### src/rtl/diagonal_scan.sv
// Sequential diagonal run counter for a Connect Four board.
// Walks TL, TR, BL and BR from the dropped piece through a one-cycle-latency board RAM.
module diagonal_scan #(
    parameter int COLS   = 7,
    parameter int ROWS   = 6,
    parameter int MAXRUN = 3
) (
    input  logic       clock,
    input  logic       resetn,
    input  logic       start,
    input  logic       player,
    input  logic [2:0] location,
    input  logic [2:0] height,
    output logic       rd_en,
    output logic [2:0] rd_col,
    output logic [2:0] rd_row,
    input  logic [1:0] rd_data,
    output logic       busy,
    output logic       done,
    output logic       error,
    output logic [2:0] dia_TL,
    output logic [2:0] dia_TR,
    output logic [2:0] dia_BL,
    output logic [2:0] dia_BR
);

    localparam logic [1:0] S_IDLE  = 2'd0;
    localparam logic [1:0] S_ISSUE = 2'd1;
    localparam logic [1:0] S_CHECK = 2'd2;
    localparam logic [1:0] S_DONE  = 2'd3;

    localparam logic [1:0] DIR_TL = 2'd0;
    localparam logic [1:0] DIR_BR = 2'd3;

    localparam logic [3:0]        COL_LIM  = 4'(COLS);
    localparam logic [3:0]        ROW_LIM  = 4'(ROWS);
    localparam logic signed [4:0] COL_MAX  = 5'(COLS - 1);
    localparam logic signed [4:0] ROW_MAX  = 5'(ROWS - 1);
    localparam logic [1:0]        STEP_MAX = 2'(MAXRUN);
    localparam logic [2:0]        RUN_MAX  = 3'(MAXRUN);

    logic [1:0]      state;
    logic [1:0]      dir;
    logic [1:0]      step;
    logic            ply;
    logic [2:0]      loc;
    logic [2:0]      hgt;
    logic            err;
    logic [3:0][2:0] cnt;

    logic signed [4:0] step_s;
    logic signed [4:0] tgt_col;
    logic signed [4:0] tgt_row;
    logic              tgt_ok;
    logic              match;
    logic              last_dir;

    function automatic logic in_range(input logic signed [4:0] v, input logic signed [4:0] hi);
        return (v >= 5'sd0) && (v <= hi);
    endfunction

    function automatic logic [2:0] sat_inc(input logic [2:0] v);
        return (v >= RUN_MAX) ? RUN_MAX : v + 3'd1;
    endfunction

    // Direction bit 0 selects column sign (TR/BR go right), bit 1 selects row sign (BL/BR go down).
    always_comb begin
        step_s   = signed'({3'b000, step});
        tgt_col  = signed'({2'b00, loc}) + (dir[0] ? step_s : -step_s);
        tgt_row  = signed'({2'b00, hgt}) + (dir[1] ? -step_s : step_s);
        tgt_ok   = in_range(tgt_col, COL_MAX) && in_range(tgt_row, ROW_MAX);
        match    = (rd_data == {ply, ~ply});
        last_dir = (dir == DIR_BR);
    end

    always_comb begin
        rd_en  = (state == S_ISSUE) && tgt_ok;
        rd_col = rd_en ? tgt_col[2:0] : 3'd0;
        rd_row = rd_en ? tgt_row[2:0] : 3'd0;
        busy   = (state != S_IDLE);
        done   = (state == S_DONE);
        error  = err;
        dia_TL = cnt[0];
        dia_TR = cnt[1];
        dia_BL = cnt[2];
        dia_BR = cnt[3];
    end

    // Origin and player are data-only: never observable while idle, so they skip reset.
    always_ff @(posedge clock) begin
        if (start && (state == S_IDLE || state == S_DONE)) begin
            ply <= player;
            loc <= location;
            hgt <= height;
        end
    end

    always_ff @(posedge clock) begin
        if (!resetn) begin
            state <= S_IDLE;
            dir   <= DIR_TL;
            step  <= 2'd1;
            err   <= 1'b0;
            cnt   <= '0;
        end else begin
            case (state)
                S_IDLE, S_DONE: begin
                    state <= S_IDLE;
                    if (start) begin
                        cnt  <= '0;
                        dir  <= DIR_TL;
                        step <= 2'd1;
                        if (({1'b0, location} >= COL_LIM) || ({1'b0, height} >= ROW_LIM)) begin
                            err   <= 1'b1;
                            state <= S_DONE;
                        end else begin
                            err   <= 1'b0;
                            state <= S_ISSUE;
                        end
                    end
                end
                S_ISSUE: begin
                    if (tgt_ok) begin
                        state <= S_CHECK;
                    end else begin
                        step <= 2'd1;
                        if (last_dir) begin
                            state <= S_DONE;
                        end else begin
                            dir   <= dir + 2'd1;
                            state <= S_ISSUE;
                        end
                    end
                end
                S_CHECK: begin
                    if (match) begin
                        cnt[dir] <= sat_inc(cnt[dir]);
                    end
                    if (match && (step != STEP_MAX)) begin
                        step  <= step + 2'd1;
                        state <= S_ISSUE;
                    end else begin
                        step <= 2'd1;
                        if (last_dir) begin
                            state <= S_DONE;
                        end else begin
                            dir   <= dir + 2'd1;
                            state <= S_ISSUE;
                        end
                    end
                end
                default: state <= S_IDLE;
            endcase
        end
    end

endmodule
### config.mk
export PLATFORM = sky130hd
export DESIGN_NAME = diagonal_scan
export DESIGN_NICKNAME = d
export VERILOG_FILES = /design/src/rtl/diagonal_scan.sv
export SDC_FILE = /design/constraint.sdc
export NUM_CORES = 1
export LEC_CHECK = 0
export CAP_MARGIN = 20
export CORE_UTILIZATION = 51
export DETAILED_ROUTE_END_ITERATION = 10
export GPL_ROUTABILITY_DRIVEN = 0
export PLACE_DENSITY = 0.79
export SLEW_MARGIN = 25
export SYNTH_ARGS = -nofsm -noshare
export SYNTH_HDL_FRONTEND = slang
export SYNTH_SLANG_ARGS = --single-unit
### constraint.sdc
create_clock -name clock -period 3.6 [get_ports clock]
set_input_delay 0.36 -clock clock [delete_from_list [all_inputs] [get_ports clock]]
set_output_delay 0.36 -clock clock [all_outputs]
set_load 0.01 [all_outputs]
==> flow_summary.toml <==
[layout]
layout.nets = 243
drive_above_1_share_pct = 13.0
diodes = 0
area_growth_pct = 28.4
fin_util_pct = 70.1

[power_and_ir_drop]
power.density_mw_per_mm2 = 375
power_leakage_nw = 0.931
ir_worst_vdd_uv = 246

[job]
cap_viol_max_count = 0

[synth]
netlist_area_mm2 = 0.00168
synthTopCellsByCount = "ha_1 (20), dfxtp_1 (19), inv_1 (15), nor2b_1 (14), a22oi_1 (12)"
avgSynthCellArea_um2 = 10.1
synth_enable_flop_cells = 7
syn_nets = 201
synth-async-reset-ratio_pct = 0
synth-seq-area-share_pct = 35.1
synth_top_area_cell = "dfxtp_1"
yosysMostFrequentCell = "ha_1"
synth_top_area_share_pct = 22.6
synth_seq_cells = 26
yosys-top-cells-area = "dfxtp_1 (23%), ha_1 (15%), edfxtp_1 (13%), a22oi_1 (5.4%), nor2b_1 (5.2%)"
ys.flop_type = "dfxtp_1"
ys_warn_count = 0
netlist_instances = 167
ys_types = 43

[timing]
fmax_mhz = 298
hold_viol_final = 0
skew_ps = 3.61
period_share_pct = 93.1
finalSetupViolCount = 0
setup_tns_ps = 0
worst_slew_pin_slew_ps = 641
final.min_clock_period_ps = 3350
maxSlewHeadroom_pct = 57.1
slew_viol_final = 0
rsz0062_at_grt = "false"

[clock_tree]
clkSlewWorstSetupHoldPaths_ps = 140
numClockSinks = 26
htreeDepth = 1
clock_latency_ps = 330
cts_made_buffers = 3
cts_tree = "yes"
clockBufferDepth = 2
hold_buffers = 0
clockRootBuffer = "clkbuf_4"

[global_route]
overflow = 0
grt_max_degree = 23
track_usage_pct = 24.0
grt_pass1_wl_um = 6250
grt_pass1_vias = 1382
antenna_found_initial = 0

[floorplan]
initial_core_util_pct = 54.6
coreArea_mm2 = 0.00308
die_h_um = 59.4
row_count = 20
die_area_mm2 = 0.00353
die_w_um = 59.4
ios = 34

[hold_path]
hold_class = "reg2reg"

[route]
vias = 1398
postRouteAntennaNets = 0
dr.pass1.iters = 4
viasPerCell = 5.55
drcViolationCount = 0
routed_wl_um = 3930
first_iter_violations = 71
wire_per_inst_um = 15.6

[worst_setup_path]
crit_path_end_kind = "output port"
start_kind = "flip-flop"
cp.arrival_ps = 2990
critPathKind = "reg2out"
cp.required_ps = 3240
critical_path.max_fanout = 8

[run_status]
status = "completed"

[placement]
dpl.hpwl_um = 3020
portBuffers = 33
state kept, by name (all words and copies together), names as in the netlist:
register,count
loc,3
error,1
dia_TR,3
state,2
dia_BL,3
ply,1
dia_BR,3
dir,2
step,2
dia_TL,3
hgt,3
report_power, final:
part | leakage (nW) | internal (W) | total [W] | switching, W
combinational | 0.689 | 0.000149 | 0.000323 | 0.000174
clock | 0.0210 | 0.0000621 | 0.000154 | 0.0000919
sequential | 0.221 | 0.000319 | 0.000332 | 0.0000124
cells in the final DEF (no fill, tap or decap), types with 4 or more instances in the layout:
master,netlist,layout
dfxtp_1,19,17
nor2b_1,14,14
nor2_1,4,4
o21ai_0,9,8
inv_1,15,15
buf_4,1,9
dlymetal6s2s_1,0,6
edfxtp_1,7,7
a22oi_1,12,12
and2_1,7,7
a21oi_1,5,5
clkdlybuf4s50_1,0,26
ha_1,20,20
o21ai_1,3,4
nand2_1,6,6
through the flow:
stage	instance area [um2]	total power (W)	hold WS, ps	worst slack (ps)	cells
6_report	2160	0.000809	536	250	252
5_1_grt	2160	0.000853	560	113	252
4_1_cts	2130	0.000798	532	38.4	250
3_5_place_dp	2040	0.000632	501	106	241
3_3_place_gp	2040	0.000622	484	237	241
2_1_floorplan	1680	0.000546	459	793	167
final timing paths:
check        startpoint   endpoint  slack (ps)  depth (start not counted)
min               error      error         540                          2
max             step[0]  rd_col[1]         250                         10
min reg2reg       error      error         540                          2
max reg2reg     step[0]     dir[1]         620                         12
logic make-up (layout without fill, tap and decap cells):
group	Yosys count	after routing	synth area share [%]
and+or+nand+nor	49	49	17.4
muxes	5	5	5.29
AOI/OAI and AO/OA	43	43	18.2
xor gates and xnor gates	2	2	1.04
buffers and inverters	20	61	5.66
adders and majority gates	22	22	17.3
DFF	26	26	35.1
what timing repair did:
action	CTS	global route
gates resized for setup	7	6
buffers inserted	5	2
pin swaps	3	3
setup endpoints to repair	7	6
cell type report:
cell class,count,area [um2]
inverters,15,56.3
well taps,44,55.1
fillers,244,921
multi-input cells,121,1000
flip-flops and latches,26,596
repair buffers,42,412
clock buffers,4,36.3
metal layers:
layer / vias to the layer above / global-route usage [%] / wire length, um
met1: 657 / 31.7 / 1730
met5: - / 0 / 0
met2: 56 / 39.5 / 1920
met3: 7 / 3.49 / 224
met4: 0 / 9.52 / 59
li1: 678 / - / -
worst max-delay path, stage by stage (launching register included):
cell and delay (ps):
dfxtp_4 370, inv_1 40, ha_1 320, mux2_2 300
fa_2 380, xnor2_1 150, a32oi_1 260, nand4_1 220
nor2_4 200, and2_1 150, dlygate4sd2_1 280
Power figures use the tool's default switching activity.
==> RTL change, RTL diff (same settings) <==
Set the parameter `COLS` to 3 (it was 7).
--- a/src/rtl/diagonal_scan.sv
+++ b/src/rtl/diagonal_scan.sv
@@ -2,5 +2,5 @@
 // Walks TL, TR, BL and BR from the dropped piece through a one-cycle-latency board RAM.
 module diagonal_scan #(
-    parameter int COLS   = 7,
+    parameter int COLS   = 3,
     parameter int ROWS   = 6,
     parameter int MAXRUN = 3
Behaviour: not the same (a bounded check fails within 4 cycles, from zero or initial values and one cycle with resetn low).
==> RTL change against the unedited design <==
Sequential cell count unchanged. Worst setup slack got worse by 0.21 ns. Die area barely moved. Critical path depth rose by 2. Critical endpoint is now rd_col[0]. Count of clock-buffer cells in the layout unchanged. Register-to-register slack worse by 0.11 ns. Largest power group unchanged. Routed wire length is 0.76% lower. Maximum frequency decreased by 6.0%. Total power increased by 1.9%. Final area up 0.52%. Area after synthesis barely moved.
==> RTL change: results (changes against the unedited design) <==
The share of post-route cells with drive strength above 1 came out at 16.8% (+3.8 points). The static power due to leakage was 0.863 nW (-7.3%); the post-route clock skew was 0.0111 ns (+0.00750 ns). The count of routing violations after the opening detailed-route iteration was 62 (-13%). Critical register-to-register path startpoint: step[0]. The worst setup slack for register-to-register paths is 0.51 ns (-0.11 ns), and the worst-case headroom to the max-slew limit is 50.9% (-6.2 points). For the total routing usage reported by global routing, the log shows 23.9% (-0.10 points). The run gives 1,372 (-0.72%) as the number of global-route vias before repair. The post-layout net count came out at 243 (unchanged). The largest fanout on the critical path is 5 (-3), and the proportion of synthesized chip area in sequential cells is 35.1% (about the same). Depth of the most critical reg-to-reg path: 13 (+1). By count the netlist is led by ha_1 (20), dfxtp_1 (19), inv_1 (16). The run gives 0 (unchanged) as the remaining antenna violation count after routing. The maximum number of pins on one net before global-route repair was 24 (+4.3%). The total nets after synthesis is 202 (+0.50%), and the vias per cell is 5.48 (-1.3%).

In this run the critical register-to-register path is captured at step[0]. The number of enable-type register cells in the synthesized netlist came out at 7 (unchanged). By area the synthesized netlist is led by dfxtp_1 (23%), ha_1 (15%), edfxtp_1 (13%).

The distinct cell type count of the synthesized netlist was 45 (+4.7%). The average wire per standard cell is 15.5 µm (-0.76%). The tools report the met3 layer wire length in the routed design as 158 µm (-29%). The placed wire-length estimate came out at 3010 µm (-0.30%). Topmost layer with routed signal wires: met4. The number of cells on the worst hold path is 2 (unchanged), and the number of input and output port buffers inserted is 32 (-3.0%). The logs give 1920 µm (+0.37%) for the detailed route wirelength on metal2 and 253 (+3.7%) for the number of fillers in the final layout. Critical path's slowest cell: or4b_1. The diode insertion count for antenna repair was 0 (unchanged); the maximum level of the CTS H-tree was 1 (unchanged). The logs give 0.388 mV (+58%) for the largest voltage drop on the vdd net and 0 (unchanged) for the number of hold-repair buffers added at the cts stage. The delay of the slowest cell on the worst path is 0.48 ns (+0.10 ns), and the global-route wire length before repair is 6340 µm (+1.4%). Arrival time at the worst endpoint: 3.20 ns (+0.21 ns). The met1 wire length came out at 1770 µm (+2.3%). After clock tree synthesis, the clock-pin slew on the worst setup and hold paths is 0.15 ns.

The startpoint identified for the worst hold timing path is error. The run finished with clean final reports.
-- RTL change: changes by cell type in the layout (fill, tap and decap cells not counted), sizes merged, moves of 2 or more --
| cell | delta |
|---|---|
| and2 | -2 |
| or3 | -2 |
| clkdlybuf4s15 | +3 |
| a32oi | -2 |
| buf | +2 |
| o21ai | -3 |
| dlymetal6s2s | -6 |
| nand2 | +4 |
| nand4 | -3 |
-- RTL change: repair_timing --
item,CTS,global route
endpoints found under the setup margin,6,4
pin swaps,3,1
buffers inserted,5,1
resized for setup,23,0
gates cloned,0,0
-- RTL change: layout make-up --
type                    count  area share [%]
repair buffers             42            18.2
flip-flops and latches     26            27.4
well taps                  44            2.54
inverters                  16            2.77
clock buffers               4            2.19
multi-input cells         120            47.0
-- RTL change: power by group --
group	internal, mW	total, mW	leakage (nW)	switching (mW)
logic	0.141	0.310	0.616	0.169
clock network	0.0850	0.178	0.0261	0.0930
registers	0.323	0.337	0.221	0.0137
-- RTL change: layer usage --
| metal | vias to the layer above | GRT usage [%] |
|---|---|---|
| li1 | 677 | - |
| met1 | 657 | 32.0 |
| met2 | 40 | 39.5 |
| met3 | 6 | 3.93 |
| met4 | 0 | 7.14 |
| met5 | - | 0 |
-- RTL change: worst max-delay path by stage --
stage / from / end / cells after the start
final: step[0] / rd_col[0] / 12
after global routing: step[0] / rd_row[1] / 12
after CTS: step[0] / rd_col[0] / 12
after detailed placement: step[1] / rd_col[0] / 10
after global placement: step[1] / rd_row[2] / 10
after floorplan: step[0] / rd_col[0] / 9
-- RTL change: critical path, delay by kind of cell (launching register included) --
family	cells	cell delay, ns
AO/OA/AOI/OAI	3	0.54
adder cells (fa/ha/maj)	2	0.52
buffers and inverters	4	0.54
AND/OR/NAND/NOR	2	0.61
flip-flops	1	0.37
multiplexers	1	0.29
-- RTL change: cell families after synthesis --
family | synth area share, %
compound gates | 17.0
xor+xnor | 1.04
fa+ha+maj | 17.3
buf+inv | 5.65
flops | 35.1
mux | 7.44
other cells | 0.223
simple gates | 16.2
-- RTL change: stage by stage --
stage / utilization, % / cell area (µm²) / setup slack [ns] / std cells / hold slack [ns]
after floorplan: - / 1680 / 0.553 / 168 / 0.459
after global placement: 66.1 / 2050 / 0.174 / 242 / 0.471
after detailed placement: 66.1 / 2050 / 0.0384 / 242 / 0.500
after CTS: 69.6 / 2160 / 0.00526 / 251 / 0.535
after global routing: 69.9 / 2170 / -0.0674 / 252 / 0.554
final: 69.9 / 2170 / 0.0351 / 252 / 0.541
